<file path="src/rtl/t16_pkg.sv">
// Shared T16 datapath types: ALU opcode, ALU flag bundle and default
// register-file geometry.
package t16_pkg;

  localparam int T16_NREGS = 8;
  localparam int T16_WIDTH = 16;

  typedef enum logic [2:0] {
    ALU_ADD  = 3'd0,
    ALU_SUB  = 3'd1,
    ALU_AND  = 3'd2,
    ALU_OR   = 3'd3,
    ALU_XOR  = 3'd4,
    ALU_SHL  = 3'd5,
    ALU_SHR  = 3'd6,
    ALU_PASS = 3'd7
  } ALUOp;

  typedef struct packed {
    logic z;
    logic c;
    logic n;
    logic v;
  } ALUFlags;

endpackage

</file>
<file path="src/rtl/t16_regfile.sv">
// T16 register file: r0 hard-wired to zero, registered operand pair to the ALU,
// architectural flags. Define T16_REGFILE_BYPASS_EN to forward same-edge writeback.
module t16_regfile
  import t16_pkg::*;
#(
  parameter int NREGS = T16_NREGS,
  parameter int WIDTH = T16_WIDTH,
  localparam int AW   = (NREGS > 1) ? $clog2(NREGS) : 1
) (
  input  logic             clk,
  input  logic             rst_n,
  input  logic             rd_en,
  input  logic [AW-1:0]    rs1_addr,
  input  logic [AW-1:0]    rs2_addr,
  input  logic             stall,
  output logic [WIDTH-1:0] s1,
  output logic [WIDTH-1:0] s2,
  output logic             op_valid,
  input  logic             wb_en,
  input  logic [AW-1:0]    wb_addr,
  input  logic [WIDTH-1:0] wb_data,
  input  logic             flags_en,
  input  ALUFlags          flags_in,
  output ALUFlags          flags
);

  logic [WIDTH-1:0] regs_q [NREGS];
  logic [WIDTH-1:0] regs_d [NREGS];
  logic [WIDTH-1:0] s1_q, s1_d, s2_q, s2_d;
  logic             vld_q, vld_d;
  ALUFlags          flags_q, flags_d;
  logic [WIDTH-1:0] rd1, rd2;
  logic             wr_ok;

  // Index 0 and anything past NREGS are not backed by storage.
  function automatic logic live(input logic [AW-1:0] a);
    return (a != '0) && (int'(a) < NREGS);
  endfunction

  assign wr_ok = wb_en && live(wb_addr);

  always_comb begin
    rd1 = live(rs1_addr) ? regs_q[rs1_addr] : '0;
    rd2 = live(rs2_addr) ? regs_q[rs2_addr] : '0;
`ifdef T16_REGFILE_BYPASS_EN
    if (wr_ok && (wb_addr == rs1_addr)) rd1 = wb_data;
    if (wr_ok && (wb_addr == rs2_addr)) rd2 = wb_data;
`endif
  end

  always_comb begin
    regs_d  = regs_q;
    s1_d    = s1_q;
    s2_d    = s2_q;
    vld_d   = vld_q;
    flags_d = flags_q;
    if (wr_ok)    regs_d[wb_addr] = wb_data;
    if (flags_en) flags_d = flags_in;
    // Stall freezes the operand stage only; writeback and flags keep flowing.
    if (!stall) begin
      vld_d = rd_en;
      if (rd_en) begin
        s1_d = rd1;
        s2_d = rd2;
      end
    end
  end

  always_ff @(posedge clk) begin
    if (!rst_n) begin
      for (int i = 0; i < NREGS; i++) regs_q[i] <= '0;
      s1_q    <= '0;
      s2_q    <= '0;
      vld_q   <= 1'b0;
      flags_q <= '0;
    end else begin
      regs_q  <= regs_d;
      s1_q    <= s1_d;
      s2_q    <= s2_d;
      vld_q   <= vld_d;
      flags_q <= flags_d;
    end
  end

  assign s1       = s1_q;
  assign s2       = s2_q;
  assign op_valid = vld_q;
  assign flags    = flags_q;

endmodule
</file>
<file path="config.mk">
export PLATFORM = sky130hd
export DESIGN_NAME = t16_regfile
export DESIGN_NICKNAME = d
export VERILOG_FILES = /design/src/rtl/t16_pkg.sv /design/src/rtl/t16_regfile.sv
export SDC_FILE = /design/constraint.sdc
export NUM_CORES = 1
export LEC_CHECK = 0
export CAP_MARGIN = 20
export CORE_ASPECT_RATIO = 1.1
export CORE_UTILIZATION = 35
export CTS_CLUSTER_DIAMETER = 120
export DETAILED_ROUTE_END_ITERATION = 6
export HOLD_SLACK_MARGIN = 0.03
export PLACE_DENSITY = 0.62
export SYNTH_ARGS = -nofsm -noshare
export SYNTH_HDL_FRONTEND = slang
export SYNTH_SLANG_ARGS = --single-unit
</file>
<file path="constraint.sdc">
create_clock -name clk -period 2 [get_ports clk]
set_clock_uncertainty 0.2 [all_clocks]
set_input_delay 0.2 -clock clk [delete_from_list [all_inputs] [get_ports clk]]
set_output_delay 0.2 -clock clk [all_outputs]
set_load 0.01 [all_outputs]
</file>
==> reports/results.ini <==
[outcome]
status=finished, violations left
violations=DRC

[yosys]
synth-compound-area-share_pct=20.48
yosys-top-cells-area=dfxtp_1, nand2_1, a21boi_1
seq_area_frac_synth_pct=41.16
synth_area_sq_mm=0.007247
synthSimpleGateAreaFrac_pct=17.32
syn_nets=789
synthCells=754
synth_mux_area_share_pct=15.54
synthXorXnorAreaFrac_pct=0
synth_top_family_by_area=compound AO/OA/AOI/OAI gates
syn-mean-instance-area_sq_um=9.611
synth-main-ff-cell=dfxtp_1
yosys.cell_count.top_type=nand2_1
async_flop_share_pct=0
synth.largest_area_cell=dfxtp_1
synth_edf_count=0
synth_top_area_share_pct=41.16
ys_ff_latch=149
ys_top_cells_by_count=nand2_1, dfxtp_1, a21boi_1
yosys.area_share.adder_pct=0
yosysWarnings=0
ys_types=28

[grt]
grt_overflow=0
grt_antenna_before_repair=0
grt_util_all_layers_pct=21.21
grt_max_degree=64
grt_pass1_wl_mm=34.04
grt_pass1_vias=5743

[sta]
maxSlewHeadroom_pct=61.60
finalSetupViolCount=0
fin_crit_sh_pct=89.00
finalCriticalPeriod_ns=1.780
finalHoldViolCount=0
fmax_ghz=0.5618
fin_hold_ws_ns=0.1902
finalSetupTns_ns=0
drv_slew=0
tightest_slew_ns=0.5759
grt_setup_unrepaired=no

[clock_tree]
cts_setup_buffers=0
numCtsBuffers=17
clock_latency_ns=0.43
tritoncts=built
htree_num_levels=4
clkTransAtPathRegs_ns=0.06
clockRootBuffer=clkbuf_16
cts_hold_buf=0
clockBufferDepth=2
cts.sink_count=149
cts_resized=0

[power]
p_int_mw=5.449
p_sw_share_pct=24.57
switching_power_mw=1.775
p_per_area_mw_per_mm2=790.7
p_seq_share_pct=42.9
combPwrFrac_pct=10.9
pwr-share-clk_pct=46.2
ir_drop_v=0.0005612
p_leak_nw=3.311

[setup_path]
cp-end-kind=primary output
timing.rr.start=regs_q[14]
required_ns=1.60
timing.rr.end=s2[14]
r2r_cells=3
arrival_ns=1.38
path_cells=clkdlybuf4s50_1
slowest_delay_ns=0.56
crit_buf_inv=1
critPathMaxFanout=2
path_class=reg2out
cp_top_family=buffers and inverters
crit_start=s1[5]
cp-start-kind=register
crit_slowest_cell=clkdlybuf4s50_1
r2r_slack_ns=0.47

[floorplanning]
initial_core_util_pct=36.11
core_area_sq_mm=0.02007
die_height_microns=152.9
rows=54
die_w_microns=139.2
die-area_sq_mm=0.02129
io_pins=72

[route]
via_per_inst=5.526
ant_nets=0
routed_wl_mm=21.74
vias=6001
drt-initial-drc-count=437
drtPass1Iterations=7
post_drt_wl_per_cell_microns=20.02
drc_errors=5

[worst_hold_path]
whs_path_depth=3
hp-class=in2reg
min_from=stall
holdPathEnd=op_valid

[finish]
antenna_cells=0
area_growth_pct=26.07
nNetsFinal=856
drive_above_1_share_pct=14.75
fillerInstances=1874
layout.cells.non_filler=1086

[place]
place_congestion=0.7514
numPortBuffers=71
dpl.hpwl_mm=13.33
dp.cells=1054

[run]
cap_violations=0

through the flow:
stage	util [%]	total power, mW	worst slack [ns]	cell area [sq um]
after floorplan	-	3.573	0.3517	7247
after detailed placement	42.46	3.949	-0.1281	8519
after global routing	45.53	7.471	0.1847	9136
after CTS	45.53	7.286	0.1922	9136
after global placement	42.46	3.943	-0.09843	8519
final	45.53	7.224	0.2201	9136
cell usage in the layout, fill, tap and decap left out, drive strengths merged:
cell,n
bufinv,3
and2,2
nor4bb,1
nand4b,3
nand2,227
a32o,30
a21boi,113
nand4bb,3
mux4,32
a221o,30
clkdlybuf4s50,68
mux2,30
clkinvlp,2
dfxtp,149
clkbuf,19
mux2i,6
clkinv,5
nand4,1
nor2b,7
nand2b,31
or3,2
o21ai,2
a31oi,4
and4,1
buf,53
and4bb,2
and4b,3
inv,5
routing by layer:
| layer | track usage (%) | routed length [microns] | vias to the layer above |
|---|---|---|---|
| li1 | - | - | 2829 |
| met4 | 8.201 | 550 | 0 |
| met5 | 0 | 0 | - |
| met1 | 28.21 | 9926 | 2946 |
| met3 | 4.073 | 1042 | 39 |
| met2 | 33.98 | 10220 | 187 |
how the worst max path moves through the flow:
stage / end / slack [ns] / cells after the start
after floorplan: s1[10] / 0.35 / 5
after global placement: s1[8] / -0.1 / 5
after detailed placement: s1[8] / -0.13 / 5
after CTS: s1[4] / 0.19 / 1
after global routing: s1[10] / 0.18 / 1
final: s1[5] / 0.22 / 1
final cells by class:
class	count	area, sq um	area share [%]
multi-input cells	530	3880	42.47
well taps	252	315.3	3.451
inverters	2	7.507	0.08217
clock inverters	13	173.9	1.904
clock buffers	19	442.9	4.848
repair buffers	121	1334	14.60
flip-flops and latches	149	2983	32.65
kinds of logic (layout without fill, tap and decap cells):
family / after synthesis / in the layout
AND/OR/NAND/NOR: 283 / 283
AO/OA/AOI/OAI: 179 / 179
flip-flops: 149 / 149
buffers and inverters: 75 / 155
multiplexers: 68 / 68
registers in the layout (all words and copies together) (netlist names):
name / count
regs_q: 112
s1: 16
s2: 16
flags: 4
op_valid: 1
power by group through the flow:
stage	sequential, mW	combinational, mW	clock [mW]
floorplan	3.16	0.414	0
global placement	3.16	0.781	0
detailed placement	3.16	0.785	0
CTS	3.10	0.789	3.40
global route	3.10	0.841	3.53
finish	3.10	0.788	3.34
(Power assumes the default switching activity.)
